<file path="src/rtl/counter_pkg.sv">
// Shared definitions for the modulo counter family: overflow-policy encodings
// and the elaboration-time parameter legality check.
package counter_pkg;

    localparam int MODE_WRAP = 0;
    localparam int MODE_SAT  = 1;

    // The modulus may span the full 2^WIDTH range, so the bound is evaluated in 64 bits.
    function automatic bit params_ok(input int width, input int modulus,
                                     input int rst_val, input int mode);
        longint span;
        span = longint'(1) << width;
        return (width >= 1) && (modulus >= 2) && (longint'(modulus) <= span) &&
               (rst_val >= 0) && (rst_val < modulus) &&
               ((mode == MODE_WRAP) || (mode == MODE_SAT));
    endfunction

endpackage

</file>
<file path="src/rtl/mod_counter_ld_if.sv">
// Control/status bundle of the loadable modulo counter; the master drives the
// controls, the counter (slave) returns the count and its flags.
interface mod_counter_ld_if #(
    parameter int WIDTH = 5
);
    logic             en;
    logic             up_dn;
    logic             clr;
    logic             ld;
    logic [WIDTH-1:0] ld_val;
    logic [WIDTH-1:0] out;
    logic             tc;
    logic             wrap;
    logic             sat;

    modport master (
        output en, up_dn, clr, ld, ld_val,
        input  out, tc, wrap, sat
    );

    modport slave (
        input  en, up_dn, clr, ld, ld_val,
        output out, tc, wrap, sat
    );
endinterface

</file>
<file path="src/rtl/mod_counter_next.sv">
// Combinational next-value selection for mod_counter_ld: clear, clamped load,
// up/down step with wrap or saturating hold. Holds no state.
module mod_counter_next
    import counter_pkg::*;
#(
    parameter int WIDTH    = 5,
    parameter int MOD      = 32,
    parameter int SATURATE = MODE_WRAP,
    parameter int RST_VAL  = 0
) (
    input  logic [WIDTH-1:0] cur,
    input  logic             en,
    input  logic             up_dn,
    input  logic             clr,
    input  logic             ld,
    input  logic [WIDTH-1:0] ld_val,
    output logic [WIDTH-1:0] nxt,
    output logic             wrap_evt,
    output logic             sat_evt,
    output logic             flags_clr
);
    // One extra bit keeps MOD = 2^WIDTH representable so the limit compare cannot alias.
    localparam logic [WIDTH:0]   MOD_EXT   = (WIDTH+1)'(MOD);
    localparam logic [WIDTH:0]   LIMIT_EXT = (WIDTH+1)'(MOD - 1);
    localparam logic [WIDTH-1:0] LIMIT     = WIDTH'(MOD - 1);
    localparam logic [WIDTH-1:0] CLR_VAL   = WIDTH'(RST_VAL);
    localparam bit               SAT_MODE  = (SATURATE == MODE_SAT);

    logic [WIDTH:0] cur_ext;
    logic [WIDTH:0] ld_ext;

    assign cur_ext = {1'b0, cur};
    assign ld_ext  = {1'b0, ld_val};

    // NOTE: every output gets a default before any branch so no latch is inferred.
    always_comb begin
        nxt       = cur;
        wrap_evt  = 1'b0;
        sat_evt   = 1'b0;
        flags_clr = 1'b0;

        if (clr) begin
            nxt       = CLR_VAL;
            flags_clr = 1'b1;
        end else if (ld) begin
            nxt       = (ld_ext < MOD_EXT) ? ld_val : LIMIT;
            flags_clr = 1'b1;
        end else if (en) begin
            if (up_dn) begin
                if (cur_ext >= LIMIT_EXT) begin
                    if (SAT_MODE) begin
                        nxt     = LIMIT;
                        sat_evt = 1'b1;
                    end else begin
                        nxt      = '0;
                        wrap_evt = 1'b1;
                    end
                end else begin
                    nxt = WIDTH'(cur_ext + (WIDTH+1)'(1));
                end
            end else begin
                if (cur == '0) begin
                    if (SAT_MODE) begin
                        nxt     = '0;
                        sat_evt = 1'b1;
                    end else begin
                        nxt      = LIMIT;
                        wrap_evt = 1'b1;
                    end
                end else begin
                    nxt = WIDTH'(cur_ext - (WIDTH+1)'(1));
                end
            end
        end
    end
endmodule

</file>
<file path="src/rtl/mod_counter_ld.sv">
// Loadable up/down modulo counter with wrap or saturate policy, registered
// wrap pulse and sticky saturation flag, and a combinational cascade tc.
module mod_counter_ld
    import counter_pkg::*;
#(
    parameter int WIDTH    = 5,
    parameter int MOD      = 32,
    parameter int SATURATE = MODE_WRAP,
    parameter int RST_VAL  = 0
) (
    input  logic            clk,
    input  logic            RST,
    mod_counter_ld_if.slave bus
);
    localparam logic [WIDTH-1:0] LIMIT     = WIDTH'(MOD - 1);
    localparam logic [WIDTH-1:0] RESET_VAL = WIDTH'(RST_VAL);

    if (!params_ok(WIDTH, MOD, RST_VAL, SATURATE)) begin : g_param_check
        $error("mod_counter_ld: illegal WIDTH/MOD/RST_VAL/SATURATE combination");
    end

    logic [WIDTH-1:0] out_q;
    logic             wrap_q;
    logic             sat_q;
    logic [WIDTH-1:0] nxt;
    logic             wrap_evt;
    logic             sat_evt;
    logic             flags_clr;

    mod_counter_next #(
        .WIDTH    (WIDTH),
        .MOD      (MOD),
        .SATURATE (SATURATE),
        .RST_VAL  (RST_VAL)
    ) u_next (
        .cur       (out_q),
        .en        (bus.en),
        .up_dn     (bus.up_dn),
        .clr       (bus.clr),
        .ld        (bus.ld),
        .ld_val    (bus.ld_val),
        .nxt       (nxt),
        .wrap_evt  (wrap_evt),
        .sat_evt   (sat_evt),
        .flags_clr (flags_clr)
    );

    // NOTE: state registers use non-blocking assignments so every flop samples pre-edge values.
    always_ff @(posedge clk) begin
        if (RST) begin
            out_q  <= RESET_VAL;
            wrap_q <= 1'b0;
            sat_q  <= 1'b0;
        end else begin
            out_q  <= nxt;
            wrap_q <= wrap_evt;
            sat_q  <= flags_clr ? 1'b0 : (sat_q | sat_evt);
        end
    end

    // Terminal count is unregistered so a cascaded stage can step on the same edge.
    assign bus.tc   = bus.en & ((bus.up_dn & (out_q == LIMIT)) |
                                (~bus.up_dn & (out_q == '0)));
    assign bus.out  = out_q;
    assign bus.wrap = wrap_q;
    assign bus.sat  = sat_q;
endmodule

</file>
<file path="src/flat_wrapper.sv">
// flat-port wrapper written by rule: the top's interface ports become plain ports
module mod_counter_ld_flat import counter_pkg::*;
#(
    parameter int WIDTH    = 5,
    parameter int MOD      = 32,
    parameter int SATURATE = MODE_WRAP,
    parameter int RST_VAL  = 0
)
  (clk, RST, bus_en, bus_up_dn, bus_clr, bus_ld, bus_ld_val, bus_out, bus_tc, bus_wrap, bus_sat);
  mod_counter_ld_if #(.WIDTH(WIDTH)) bus_i ();
  input  logic clk;
  input  logic RST;
  input wire logic [$bits(bus_i.en)-1:0] bus_en;
  input wire logic [$bits(bus_i.up_dn)-1:0] bus_up_dn;
  input wire logic [$bits(bus_i.clr)-1:0] bus_clr;
  input wire logic [$bits(bus_i.ld)-1:0] bus_ld;
  input wire logic [$bits(bus_i.ld_val)-1:0] bus_ld_val;
  output wire logic [$bits(bus_i.out)-1:0] bus_out;
  output wire logic [$bits(bus_i.tc)-1:0] bus_tc;
  output wire logic [$bits(bus_i.wrap)-1:0] bus_wrap;
  output wire logic [$bits(bus_i.sat)-1:0] bus_sat;
  assign bus_i.en = bus_en;
  assign bus_i.up_dn = bus_up_dn;
  assign bus_i.clr = bus_clr;
  assign bus_i.ld = bus_ld;
  assign bus_i.ld_val = bus_ld_val;
  assign bus_out = bus_i.out;
  assign bus_tc = bus_i.tc;
  assign bus_wrap = bus_i.wrap;
  assign bus_sat = bus_i.sat;
  mod_counter_ld #(.WIDTH(WIDTH), .MOD(MOD), .SATURATE(SATURATE), .RST_VAL(RST_VAL)) u_core (.clk(clk), .RST(RST), .bus(bus_i));
endmodule
</file>
<file path="config.mk">
export PLATFORM = sky130hd
export DESIGN_NAME = mod_counter_ld_flat
export DESIGN_NICKNAME = d
export VERILOG_FILES = /design/src/rtl/counter_pkg.sv /design/src/rtl/mod_counter_ld_if.sv /design/src/rtl/mod_counter_next.sv /design/src/rtl/mod_counter_ld.sv /design/src/flat_wrapper.sv
export SDC_FILE = /design/constraint.sdc
export NUM_CORES = 1
export LEC_CHECK = 0
export ABC_AREA = 1
export BUFFER_PORTS_ARGS = -buffer_cell sky130_fd_sc_hd__buf_2
export CAP_MARGIN = 20
export CORE_AREA = 2 2 39 41
export CTS_CLUSTER_SIZE = 40
export DETAILED_ROUTE_END_ITERATION = 6
export DIE_AREA = 0 0 41 43
export HOLD_SLACK_MARGIN = 0.05
export PLACE_DENSITY = 0.69
export SLEW_MARGIN = 10
export SYNTH_ARGS = -nofsm -noshare
export SYNTH_HDL_FRONTEND = slang
export SYNTH_SLANG_ARGS = --single-unit
</file>
<file path="constraint.sdc">
create_clock -name clk -period 3.8 [get_ports clk]
set_clock_uncertainty 0.15 [all_clocks]
set_input_delay 0.76 -clock clk [delete_from_list [all_inputs] [get_ports clk]]
set_output_delay 0.76 -clock clk [all_outputs]
set_load 0.02 [all_outputs]
</file>
Yosys cells after proc, flatten, opt, wreduce, memory -nomap -nowiden

Cells that the tools add are included.

Bits in registers: 6
Bits in latches: 0
Memory bits (writable): 0
ROM bits: 0
Output and inout bits: 8
Logic and storage cells: 26
Memories: 0

$add $sub $neg: 2
Multipliers: 0
Divide/modulo/power cells: 0
$lt $le $gt $ge: 2
Equal/unequal tests: 1
Shifts and indexed selects: 0
Mux-type cells: 9
Bitwise logic cells: 6
Reductions and logical operators: 4

Operators with widths:

| cell                | number |
|---|---|
| $mux 5              | 6 |
| $lt 5x6->1 const B  | 1 |
| $add 5x1->5 const B | 1 |
| $eq 5x5->1 const B  | 1 |
| $ge 5x5->1 const B  | 1 |
| $logic_not 5->1     | 1 |
| $sub 5x1->5 const B | 1 |
| $reduce_or 4->1     | 1 |
| $and 1x1->1         | 3 |
| $mux 1              | 3 |
| $not 1->1           | 2 |
| $reduce_bool 2->1   | 1 |
| $reduce_or 2->1     | 1 |
| $or 1x1->1          | 1 |

Depth between registers and ports, before layout

Depth in word-level cells: 5
Gate-level depth with buffers: 9
Gate-level depth less buffers: 9

By module

A second synthesis with hierarchy kept.

Cell total of the unflattened synthesis: 109
Area total of the unflattened synthesis: 661.9 um^2

By module, submodules not included:

| module           | times used | cells an instance | area an instance (um^2) |
|---|---|---|---|
| mod_counter_next | 1          | 76                | 416.6 |
| mod_counter_ld   | 1          | 33                | 245.2 |

Least setup slack after synthesis

No wires, ideal clock.

Path kind: register to output
From: register u_core.out_q[1], in the netlist u_core.bus.out[1]
To: output bus_tc
Arrival time: 1.512 ns
Required time: 2.890 ns
Path slack: 1.378 ns
Cell stages (with the launch flop): 7
Cells stage by stage: dfxtp_1 ha_1 nand2_1 nor2_1 ha_1 nand2_1 a21oi_1

Cells in the longest elaborated chain, start to end: 4
Elaborated cells on any way between the ends: 6
Classes of those cells: eq/ne: 1; bitwise: 4; reduce/logical: 1

RTL lines:

| element                                              | RTL line                                   | source |
|---|---|---|
| start: declaration                                   | mod_counter_ld.sv:22                       | `logic [WIDTH-1:0] out_q;` |
| start signal: assignment                             | mod_counter_ld.sv:55                       | `out_q <= nxt;` |
| $eq 5x5->1 / $logic_not 5->1 (equally long branches) | mod_counter_ld.sv:62, mod_counter_ld.sv:63 |  |
| $and 1x1->1, on equally long branches                | mod_counter_ld.sv:62, mod_counter_ld.sv:63 |  |
| $or 1x1->1 (*)                                       | mod_counter_ld.sv:62                       | `assign bus.tc = bus.en & ((bus.up_dn & (out_q == LIMIT)) \|` |
| $and 1x1->1 (*)                                      | mod_counter_ld.sv:62                       |  |
| end: declaration                                     | flat_wrapper.sv:19                         | `output wire logic [$bits(bus_i.tc)-1:0] bus_tc;` |

Mark *: on every way between the ends. The rest lies on a longest branch, timed or not.

Worst setup path in the final report

From: register u_core.out_q[0], in the netlist u_core.bus.out[0]
To: output bus_tc

The elaborated chain is that of the path after synthesis.

==> results.py <==
metrics = {
    "setup_path": {
        "crit_start": "u_core.bus.out[0]",
        "crit_family": "adder cells",
        "worst-setup-path-type": "reg -> out",
        "worst_path_max_delay_cell": "dfxtp_1",
        "cp_data_required_time_ns": 2.89,
        "critPathBufInv": 1,
        "r2r_start": "u_core.bus.out[0]",
        "worstPathArrival_ns": 1.71,
        "path_max_fanout": 7,
        "startpoint_type": "flop",
        "crit_path_end_kind": "output port",
        "crit_chain": "ha_1 > nand2_1 > nor2_1 > ha_1 > nand2_1 > a21oi_1 > buf_2",
        "cpPeakStageDelay_ns": 0.42,
    },
    "power_and_ir_drop": {
        "p_total_mw": 0.1805,
        "power_frac_comb": 0.244,
        "p_sw_mw": 0.06087,
        "p_per_area_nw_per_um2": 300.0,
        "intPower_mw": 0.1197,
        "swShare": 0.3372,
        "ir_drop_mv": 0.1159,
        "pwr-share-clk": 0.366,
        "power.leakage_nw": 0.2796,
        "power_frac_seq": 0.390,
    },
    "logic_synthesis": {
        "post-synth-top-area-cell": "dfxtp_1",
        "ys_seq_area_frac": 0.2418,
        "synth.distinct_cells": 24,
        "syn_inst": 74,
        "synth_area_um2": 496.7,
        "ys_ff_latch": 6,
        "syn_nets": 88,
        "ys_warn_count": 0,
        "yosysTopAreaCellShare": 0.2418,
        "yosys-top-cells-area": "dfxtp_1 24%, nand2_1 11%, nand3_1 10%, ha_1 7.6%, a22oi_1 6.0%",
        "synth.avg_cell_area_um2": 6.713,
    },
    "global_routing": {
        "grt_pass1_wl_um": 1925,
        "grt_usage": 0.1613,
        "grt_pass1_vias": 467,
        "overflow": 0,
        "grt_max_degree": 11,
        "antenna_found_initial": 0,
    },
    "floorplan": {
        "die_area_um2": 1763,
        "ios": 19,
        "rows": 14,
        "start_util": 0.3590,
        "dieHeight_um": 43,
        "core-area_um2": 1384,
        "die_w_um": 41,
    },
    "final_layout": {
        "area_growth_pct": 21.16,
        "finalNetCount": 107,
        "regArea_um2": 120.1,
        "antennaDiodeCount": 0,
        "stdcell_area_um2": 601.8,
        "drive_gt1_frac": 0.2967,
        "multi_input_comb_area_um2": 331.6,
        "num-fill-cells": 149,
    },
    "clock_network": {
        "numCtsBuffers": 3,
        "clk_path_buf_depth": 2,
        "post_cts_buffers": 0,
        "cts_num_sinks": 6,
        "clock_latency_ns": 0.26,
        "cts_tree": "built",
        "clk_pin_slew_ns": 0.05,
        "cts_htree_levels": 1,
        "clockRootBuffer": "clkbuf_4",
        "cts_resized": 0,
        "hold_buffers": 0,
    },
    "sta": {
        "rsz0062_at_grt": "false",
        "drv_slew": 0,
        "hold_violations": 0,
        "fmax_ghz": 0.3823,
        "timing.final.crit_period_ns": 2.616,
        "hold_slack_ns": 0.4198,
        "worst_slack_ns": 1.184,
        "fin_crit_sh": 0.6884,
        "setup_viol": 0,
        "setup_tns_ns": 0,
    },
    "route": {
        "drc": 0,
        "via_per_inst": 5.150,
        "routed_wl_um": 1198,
        "drt_pass1_iterations": 4,
        "dr.first_iter.drc_count": 14,
        "ant_nets": 0,
        "vias": 551,
        "wire_per_inst_um": 11.20,
    },
    "place": {
        "port_buffers": 17,
        "dp_hpwl_um": 892.6,
        "place_area_um2": 579.3,
        "place_ws_ns": 1.471,
        "routabilityCongestion": 0.9659,
    },
    "job": {
        "cap_viol_max_count": 0,
    },
    "status": {
        "status": "finished clean",
    },
    "worst_hold_path": {
        "hold_start": "u_core.bus.out[1]",
        "holdCritPathClass": "reg -> reg",
    },
}
## layout make-up
type | count | share of cell area
flip-flops and latches | 6 | 0.1996
repair buffers | 17 | 0.1414
clock buffers | 3 | 0.03742
multi-input cells | 59 | 0.5509
well taps | 16 | 0.03326
inverters | 6 | 0.03742
## worst min-delay path, cell delays in order (launching register included)
cell     delay [ns]
dfxtp_1        0.35
nand2_1        0.09
a31oi_1        0.07
## cells by family after synthesis
kind of cell,share of synthesized area
AND/OR/NAND/NOR,0.4081
AO/OA/AOI/OAI,0.1587
buffers and inverters,0.09067
flip-flops,0.2418
adder cells (fa/ha/maj),0.07557
XOR/XNOR,0.01764
other,0.007549
## placed cells by master (no fill, tap or decap)
cell	instances
nand3_1	10
ha_1	3
a21oi_1	5
a22oi_1	4
nand2_2	2
inv_1	5
nor3b_1	1
buf_2	17
or2_2	1
nor2_2	1
dfxtp_1	6
a31oi_1	1
nand2_1	15
nor2_1	6
conb_1	1
a211oi_1	1
nor2_4	2
clkbuf_4	3
o21ai_1	2
inv_2	1
xnor2_1	1
nand4_1	1
or2_0	2
## Yosys cell counts
cell type  number
buf_1           1
nor2_2          1
or2_2           1
conb_1          1
xnor2_1         1
a21oi_1         5
or2_0           2
inv_2           1
nand4_1         1
nor2_4          2
nor2_1          6
dfxtp_1         6
a31oi_1         1
nor3b_1         1
nand2_2         2
nand2_1        15
a211oi_1        1
o21ai_1         2
buf_6           1
ha_1            3
buf_4           1
nand3_1        10
a22oi_1         4
inv_1           5
## registers in the layout, summed over array words and instances, names as in the netlist
register,flops
u_core.bus.wrap,1
u_core.bus.out,5
## worst paths after layout
kind	endpoint	slack [ns]	depth (start not counted)
worst min-delay path	u_core.bus.out[1]	0.42	2
worst min register to register	u_core.bus.out[1]	0.42	2
worst max-delay path	bus_tc	1.18	7
worst max register to register	u_core.bus.out[4]	2.12	9
## power groups by stage
stage | combinational [mW] | clock [mW] | sequential [mW]
2_1_floorplan | 0.0292 | 0 | 0.0732
3_3_place_gp | 0.0436 | 0 | 0.0716
3_5_place_dp | 0.0438 | 0 | 0.0718
4_1_cts | 0.0442 | 0.0647 | 0.0704
5_1_grt | 0.0490 | 0.0701 | 0.0708
6_report | 0.0441 | 0.0661 | 0.0703
## per-stage QoR
step | cells | utilization
2_1_floorplan | 74 | -
6_report | 107 | 0.4349
4_1_cts | 107 | 0.4349
3_3_place_gp | 104 | 0.4186
5_1_grt | 107 | 0.4349
3_5_place_dp | 104 | 0.4186
## routing by layer
layer  wire length (µm)  global-route usage
met1                539              0.2173
met2                604              0.2344
met3                 37             0.03141
met4                 17             0.08000
met5                  0                   0
Note: power is estimated with default switching activity, not from simulation.
